$ cat config.mk
export PLATFORM = sky130hd
export DESIGN_NAME = pc_unpacker
export DESIGN_NICKNAME = d
export VERILOG_FILES = /design/src/rtl/pc_unpacker.sv
export SDC_FILE = /design/constraint.sdc
export NUM_CORES = 1
export LEC_CHECK = 0
export BUFFER_PORTS_ARGS = -buffer_cell sky130_fd_sc_hd__buf_2
export CAP_MARGIN = 10
export CELL_PAD_IN_SITES_DETAIL_PLACEMENT = 1
export CELL_PAD_IN_SITES_GLOBAL_PLACEMENT = 2
export CORE_ASPECT_RATIO = 0.5
export CORE_MARGIN = 4
export CORE_UTILIZATION = 31
export DETAILED_ROUTE_END_ITERATION = 16
export PLACE_DENSITY = 0.8
export SETUP_SLACK_MARGIN = 0.02
export SLEW_MARGIN = 20
export SYNTH_ARGS = -nofsm -noshare
export SYNTH_HDL_FRONTEND = slang
export SYNTH_SLANG_ARGS = --single-unit
$ cat constraint.sdc
create_clock -name clk_i -period 4.5 [get_ports clk_i]
set_input_delay 0.225 -clock clk_i [delete_from_list [all_inputs] [get_ports clk_i]]
set_output_delay 0.225 -clock clk_i [all_outputs]
set_load 0.1 [all_outputs]
$ cat src/rtl/pc_unpacker.sv
// PC-side word unpacker: a 2-entry skid FIFO feeding one output register that
// steers each word to the BD, FPGA or global route channel, dropping NOP and unknown codes.
module pc_unpacker #(
  parameter int unsigned NPCcode       = 8,
  parameter int unsigned NPCdata       = 24,
  parameter int unsigned NPCroute      = 11,
  parameter int unsigned NBDcodes      = 13,
  parameter int unsigned FPGA_CODE_MAX = 63,
  parameter int unsigned NOP_CODE      = 255,
  parameter int unsigned GO_HOME_rt    = 0
) (
  input  logic                                  clk_i,
  input  logic                                  rst_i,
  input  logic                                  pc_in_v_i,
  output logic                                  pc_in_a_o,
  input  logic [NPCroute+NPCcode+NPCdata-1:0]   pc_in_d_i,
  output logic                                  bd_out_v_o,
  input  logic                                  bd_out_a_i,
  output logic [NPCcode-1:0]                    bd_out_code_o,
  output logic [NPCdata-1:0]                    bd_out_data_o,
  output logic                                  fpga_out_v_o,
  input  logic                                  fpga_out_a_i,
  output logic [NPCcode-1:0]                    fpga_out_code_o,
  output logic [NPCdata-1:0]                    fpga_out_data_o,
  output logic                                  global_out_v_o,
  input  logic                                  global_out_a_i,
  output logic [NPCroute-1:0]                   global_out_route_o,
  output logic [NPCcode-1:0]                    global_out_code_o,
  output logic [NPCdata-1:0]                    global_out_data_o,
  output logic [15:0]                           unknown_count_o
);

  localparam int unsigned W = NPCroute + NPCcode + NPCdata;
  localparam logic [NPCcode-1:0]  BdLim   = NPCcode'(NBDcodes);
  localparam logic [NPCcode-1:0]  FpgaMax = NPCcode'(FPGA_CODE_MAX);
  localparam logic [NPCcode-1:0]  NopCode = NPCcode'(NOP_CODE);
  localparam logic [NPCroute-1:0] GoHome  = NPCroute'(GO_HOME_rt);

  typedef enum logic [1:0] {ClsBd, ClsFpga, ClsGlobal, ClsDrop} cls_e;

  // Stage A: skid FIFO
  logic [W-1:0]  mem_q [2];
  logic          rd_q;
  logic [1:0]    cnt_q, cnt_d;
  logic          a_q;

  // Stage B: output register
  logic                b_full_q;
  cls_e                b_cls_q;
  logic [NPCroute-1:0] b_route_q;
  logic [NPCcode-1:0]  b_code_q;
  logic [NPCdata-1:0]  b_data_q;
  logic [15:0]         unk_q;

  logic [W-1:0]        head;
  logic [NPCroute-1:0] head_route;
  logic [NPCcode-1:0]  head_code;
  logic [NPCdata-1:0]  head_data;
  cls_e                head_cls;
  logic                head_unk, head_valid;
  logic                b_sel_a, b_xfer, b_free, push, pop, load;
  logic                wr_idx;

  always_comb begin
    head       = mem_q[rd_q];
    head_route = head[W-1 -: NPCroute];
    head_code  = head[NPCdata +: NPCcode];
    head_data  = head[NPCdata-1:0];
    head_unk   = 1'b0;
    // Route wins over code: foreign-board words are forwarded without inspection
    if (head_route != GoHome)     head_cls = ClsGlobal;
    else if (head_code < BdLim)   head_cls = ClsBd;
    else if (head_code <= FpgaMax) head_cls = ClsFpga;
    else begin
      head_cls = ClsDrop;
      head_unk = (head_code != NopCode);
    end
  end

  always_comb begin
    case (b_cls_q)
      ClsBd:     b_sel_a = bd_out_a_i;
      ClsFpga:   b_sel_a = fpga_out_a_i;
      ClsGlobal: b_sel_a = global_out_a_i;
      default:   b_sel_a = 1'b0;
    endcase
    head_valid = (cnt_q != 2'd0);
    b_xfer     = b_full_q & b_sel_a;
    b_free     = ~b_full_q | b_xfer;
    pop        = head_valid & ((head_cls == ClsDrop) | b_free);
    load       = head_valid & (head_cls != ClsDrop) & b_free;
    push       = pc_in_v_i & a_q;
    wr_idx     = rd_q ^ cnt_q[0];
    cnt_d      = cnt_q + {1'b0, push} - {1'b0, pop};
  end

  always_ff @(posedge clk_i or posedge rst_i) begin
    if (rst_i) begin
      mem_q[0]  <= '0;
      mem_q[1]  <= '0;
      rd_q      <= 1'b0;
      cnt_q     <= 2'd0;
      a_q       <= 1'b0;
      b_full_q  <= 1'b0;
      b_cls_q   <= ClsBd;
      b_route_q <= '0;
      b_code_q  <= '0;
      b_data_q  <= '0;
      unk_q     <= '0;
    end else begin
      if (push) mem_q[wr_idx] <= pc_in_d_i;
      if (pop) rd_q <= ~rd_q;
      cnt_q <= cnt_d;
      a_q   <= (cnt_d < 2'd2);
      if (load) begin
        b_full_q  <= 1'b1;
        b_cls_q   <= head_cls;
        b_route_q <= head_route;
        b_code_q  <= head_code;
        b_data_q  <= head_data;
      end else if (b_xfer) begin
        b_full_q <= 1'b0;
      end
      if (pop && head_unk && (unk_q != 16'hFFFF)) unk_q <= unk_q + 16'd1;
    end
  end

  assign pc_in_a_o          = a_q;
  assign bd_out_v_o         = b_full_q & (b_cls_q == ClsBd);
  assign fpga_out_v_o       = b_full_q & (b_cls_q == ClsFpga);
  assign global_out_v_o     = b_full_q & (b_cls_q == ClsGlobal);
  assign bd_out_code_o      = b_code_q;
  assign bd_out_data_o      = b_data_q;
  assign fpga_out_code_o    = b_code_q;
  assign fpga_out_data_o    = b_data_q;
  assign global_out_route_o = b_route_q;
  assign global_out_code_o  = b_code_q;
  assign global_out_data_o  = b_data_q;
  assign unknown_count_o    = unk_q;

endmodule

== After elaboration in Yosys (flattened, before gate mapping) ==
Cells that the tools add are included.

* Add/sub/neg operators: 3
* $mul: 0
* Div/mod/pow operators: 0
* Magnitude comparators: 6
* Equal/unequal tests: 6
* Shifts and indexed selects: 0
* Multiplexer cells: 15
* Bitwise gates (word level): 15
* Reduce and logical (&&, ||, !) cells: 7

{| class="wikitable"
|+ Operators by type and width
! operator !! count
|-
| $mux W43 || 4
|-
| $bwmux W86 || 1
|-
| $demux W43 S1 || 1
|-
| $add A16 B1 Y16 const B || 1
|-
| $ne A16 B16 Y1 const B || 1
|-
| $reduce_bool A11 Y1 || 1
|-
| $and A1 B1 Y1 || 8
|-
| $le A8 B6 Y1 const B || 1
|-
| $lt A8 B4 Y1 const B || 1
|-
| $ne A8 B8 Y1 const B || 1
|-
| $mux W2 || 3
|-
| $mux W1 || 5
|-
| $eq A2 B2 Y1 const B || 2
|-
| $ge A2 B2 Y1 const B || 2
|-
| $not A1 Y2 || 2
|-
| $reduce_bool A2 Y1 || 2
|-
| $logic_and A1 B1 Y1 || 3
|-
| $pmux W1 S3 || 1
|-
| $add A2 B1 Y2 || 1
|-
| $eq A2 B1 Y1 const B || 1
|-
| $logic_not A2 Y1 || 1
|-
| $lt A2 B1 Y1 const B || 1
|-
| $lt A2 B2 Y1 const B || 1
|-
| $ne A2 B2 Y1 const B || 1
|-
| 4 further kinds || 6
|}

* Flip-flop bits (word level): 152
* Bits in latches: 0
* Bits in writable memories: 0
* ROM bits: 0
* Input bits: 49
* Logic and storage cells: 63
* Memories kept: 0

== Logic depth before layout (Yosys ltp) ==
* Depth after elaboration: 13
* Mapped depth: 12

== Worst setup path before layout ==
OpenSTA, ideal clock, no wires.

* Kind: register to output
* Start point: reg b_cls_q[0]
* End point: out fpga_out_v_o
* Data arrival time: 2632 ps
* Data required time: 4275 ps
* Path slack: 1643 ps
* Stages on the path, launching flop included: 3
* Path buffers: 0
* Path through: dfrtp_1 -> inv_1 -> nor3b_1

* Cells in the longest elaborated chain, start to end: 2

{| class="wikitable"
|+ RTL lines
! element !! RTL line !! text
|-
| start, declared || 49 || <nowiki>cls_e b_cls_q;</nowiki>
|-
| start signal, assigned || 105 || <nowiki>b_cls_q <= ClsBd;</nowiki>
|-
| start signal, assigned || 117 || <nowiki>b_cls_q <= head_cls;</nowiki>
|-
| $eq A2 B1 Y1 || 130 || <nowiki>assign fpga_out_v_o = b_full_q & (b_cls_q == ClsFpga);</nowiki>
|-
| $and A1 B1 Y1 || 130 ||
|-
| end, declared || 21 || <nowiki>output logic fpga_out_v_o,</nowiki>
|}

No other way between the ends.

== Final worst setup path ==
* Start point: reg rd_q
* End point: reg mem_q[26] (netlist name)

* Cells in the longest elaborated chain, start to end: 7
* Elaborated cells on any way between the ends: 8
* Those cells by class: 2 x order compare; 3 x mux; 2 x bitwise; 1 x reduce/logical

{| class="wikitable"
|+ RTL lines
! element !! RTL line !! text
|-
| start, declared || 43 || <nowiki>logic rd_q;</nowiki>
|-
| start signal, assigned || 112 || <nowiki>if (pop) rd_q <= ~rd_q;</nowiki>
|-
| $xor A1 B1 Y1 (*) || 93 || <nowiki>wr_idx = rd_q ^ cnt_q[0];</nowiki>
|-
| $not A1 Y2 (implied by the code) (*) || 111 || <nowiki>if (push) mem_q[wr_idx] <= pc_in_d_i;</nowiki>
|-
| $ge A2 B2 Y1 (implied by the code) or $lt A2 B1 Y1 (tied branches) || 111 ||
|-
| $logic_and A1 B1 Y1 (implied by the code) || 111 ||
|-
| $mux W43 (implied by the code) || 111 ||
|-
| $demux W43 S1 (*) || 111 ||
|-
| $bwmux W86 (*) || 111 ||
|-
| end signal, assigned by index || 111 ||
|-
| end, declared || 42 || <nowiki>logic [W-1:0] mem_q [2];</nowiki>
|}

Mark *: on every way between the ends. The rest lies on a longest branch, timed or not.
A chain may end at the register's enable or synchronous reset.

==> impl_metrics.py <==
metrics = {
    "clock_tree": {
        "worstSkewPairLatency_ps": 430,
        "htree_num_levels": 4,
        "cts_buffers": 17,
        "clkTransAtPathRegs_ps": 70,
        "cts_tree": "done",
        "clk_path_buf_depth": 2,
        "clockRootBuffer": "clkbuf_16",
        "numClockSinks": 152,
    },
    "place": {
        "dpl-instance-area_sq_um": 7610,
        "dp_slack_ps": 1440,
        "numPortBuffers": 175,
        "dp.final_hpwl_mm": 11.1,
        "routabilityCongestion": 0.752,
    },
    "drt": {
        "dr_total_vias": 4480,
        "ant_nets": 0,
        "drtIter0Drc": 113,
        "detail_route.wirelength_mm": 16.1,
        "wl_per_cell_um": 16.3,
        "vias_per_cell": 4.53,
        "drc": 0,
        "dr.pass1.iters": 4,
    },
    "die": {
        "coreArea_sq_um": 21800,
        "die_h_um": 114,
        "rows": 38,
        "die_area_sq_um": 25000,
        "ios": 176,
        "initial_core_util_pct": 31.8,
        "die_w_um": 220,
    },
    "sta": {
        "fin_tns_setup_ps": 0,
        "setup_violations": 0,
        "slew_viol_final": 0,
        "hold_violations": 0,
        "finalCriticalPeriod_ps": 3040,
        "finalWorstSetupSlack_ps": 1460,
        "relSlewSlack_pct": 34.2,
        "tightest_slew_ps": 988,
        "rsz0062_at_grt": "no",
        "fin_skew_ps": 12.3,
        "fin_crit_sh_pct": 67.6,
        "fmax_mhz": 329,
    },
    "critical_path": {
        "worstSetupPathType": "reg -> reg",
        "crit_buf_inv": 1,
        "r2r_cells": 4,
        "crit_required_ps": 4810,
        "slowest_stage": "dfrtp_4",
        "critPathMaxFanout": 63,
        "startpoint_type": "flip-flop",
        "cp.arrival_ps": 3350,
        "worst_setup_path_end_kind": "flip-flop",
        "max_stage_delay_ps": 1060,
        "reg2reg_to": "mem_q[26]$_DFFE_PP0P_",
        "cp_top_family": "flip-flops",
        "rrSetupSlack_ps": 1460,
        "r2r_start": "rd_q$_DFFE_PP0P_",
        "setup.worst_path.start": "rd_q$_DFFE_PP0P_",
        "path_cells": "xor2_1 > nor2b_4 > buf_4 > mux2_2",
    },
    "yosys": {
        "syn_nets": 618,
        "ys_top_cells_by_area": "dfrtp_1 (55%), mux2_2 (14%), buf_4 (7.0%)",
        "syn_avg_cell_area_sq_um": 12.3,
        "synth.largest_area_cell": "dfrtp_1",
        "synth_cells": 566,
        "yosysMostFrequentCell": "dfrtp_1",
        "synth.distinct_cells": 38,
        "ys_seq_area_share_pct": 54.8,
        "synthArstFlopShare_pct": 100,
        "synthFlopType": "dfrtp_1",
        "syn_area_sq_um": 6940,
        "ys_ff_latch": 152,
        "synth_top_cell_area_share_pct": 54.8,
        "yosysWarnings": 0,
        "synth_edf_count": 0,
        "synthTopCellsByCount": "dfrtp_1 (152), mux2_2 (87), buf_4 (65)",
    },
    "final_layout": {
        "diodes": 0,
        "multiInputGateArea_sq_um": 2490,
        "drive_above_1_share_pct": 44.8,
        "nNetsFinal": 727,
        "fin_util_pct": 37.5,
        "seq_area_sq_um": 3810,
        "fillCellCount": 2393,
        "final_area_sq_um": 8190,
        "area_growth_pct": 17.9,
    },
    "hold_path": {
        "worstHoldStart": "pc_in_d_i[30]",
        "whs_path_depth": 2,
        "hold_end": "mem_q[30]$_DFFE_PP0P_",
        "hold_class": "in -> reg",
    },
    "global_routing": {
        "first_global_vias": 4829,
        "overflow": 0,
        "grt_pass1_wl_mm": 26.2,
        "antenna_found_initial": 3,
        "grt_util_all_layers_pct": 13.2,
        "grt_max_degree": 91,
    },
    "outcome": {
        "run_status": "finished clean",
    },
    "flow_run": {
        "drv_cap": 0,
    },
}
## worst max-delay path by stage
stage / cells after the start / end / slack (ps)
2_1_floorplan: 1 / b_cls_q[0]$_DFFE_PP0P_ / 180
6_report: 4 / mem_q[26]$_DFFE_PP0P_ / 1460
3_5_place_dp: 4 / mem_q[28]$_DFFE_PP0P_ / 1440
4_1_cts: 4 / mem_q[13]$_DFFE_PP0P_ / 1410
3_3_place_gp: 4 / mem_q[20]$_DFFE_PP0P_ / 1500
5_1_grt: 4 / mem_q[13]$_DFFE_PP0P_ / 1270
## registers in the layout, indices dropped and copies added (netlist names)
| register | cells |
|---|---|
| cnt_q | 2 |
| pc_in_a_o | 1 |
| unknown_count_o | 16 |
| bd_out_data_o | 24 |
| b_cls_q | 2 |
| bd_out_code_o | 8 |
| b_full_q | 1 |
| mem_q | 86 |
| rd_q | 1 |
| global_out_route_o | 11 |
## layer usage
layer,global-route usage (%),wire [um],vias to the layer above
li1,-,-,2120
met1,16.2,7000,2285
met2,23.2,8410,52
met3,3.19,511,17
met4,4.14,154,6
met5,0,41,-
## cell families after synthesis
family	after synthesis	share of synthesized area, %
AO/OA/AOI/OAI	62	4.88
XOR/XNOR	18	2.27
adder cells (fa/ha/maj)	3	0.541
buffers and inverters	97	9.68
flip-flops	152	54.8
multiplexers	130	20.3
AND/OR/NAND/NOR	104	7.53
## stage by stage
step,hold WS [ps],std cells
6_report,49.3,988
4_1_cts,28.6,988
5_1_grt,32.4,988
2_1_floorplan,377,566
3_3_place_gp,449,955
3_5_place_dp,463,955
## cell type report
| type | count | share of cell area, % |
|---|---|---|
| sequential | 152 | 46.5 |
| multi-input combinational | 317 | 30.4 |
| timing repair buffer | 181 | 11.3 |
| clock buffer | 19 | 5.53 |
| tap | 300 | 4.59 |
| clock inverter | 13 | 1.33 |
| inverter | 6 | 0.336 |
## timing repair
| item | 4_1_cts | 5_1_grt |
|---|---|---|
| gates resized for setup | 0 | 0 |
| setup endpoints to repair | 0 | 0 |
| buffers inserted | 0 | 0 |
| hold buffers | 1 | 0 |
| hold endpoints to repair | 1 | 0 |
## cell usage in the layout (no fill, tap or decap), types with 5 or more instances in the layout
master and n:
buf_2 175, and3_1 7, nand4_1 6, mux2i_1 43
nor2_1 50, nand2_1 8, nand3_1 8, dfrtp_1 151
clkbuf_16 17, nor3_1 6, inv_1 5, xnor2_1 14
buf_4 5, a21oi_1 48, mux2_2 87, o21ai_0 5
inv_6 7
Power is left out: the tool's default activity adds up to more than one toggle a clock period on the data nets, which glitch-free logic cannot reach.
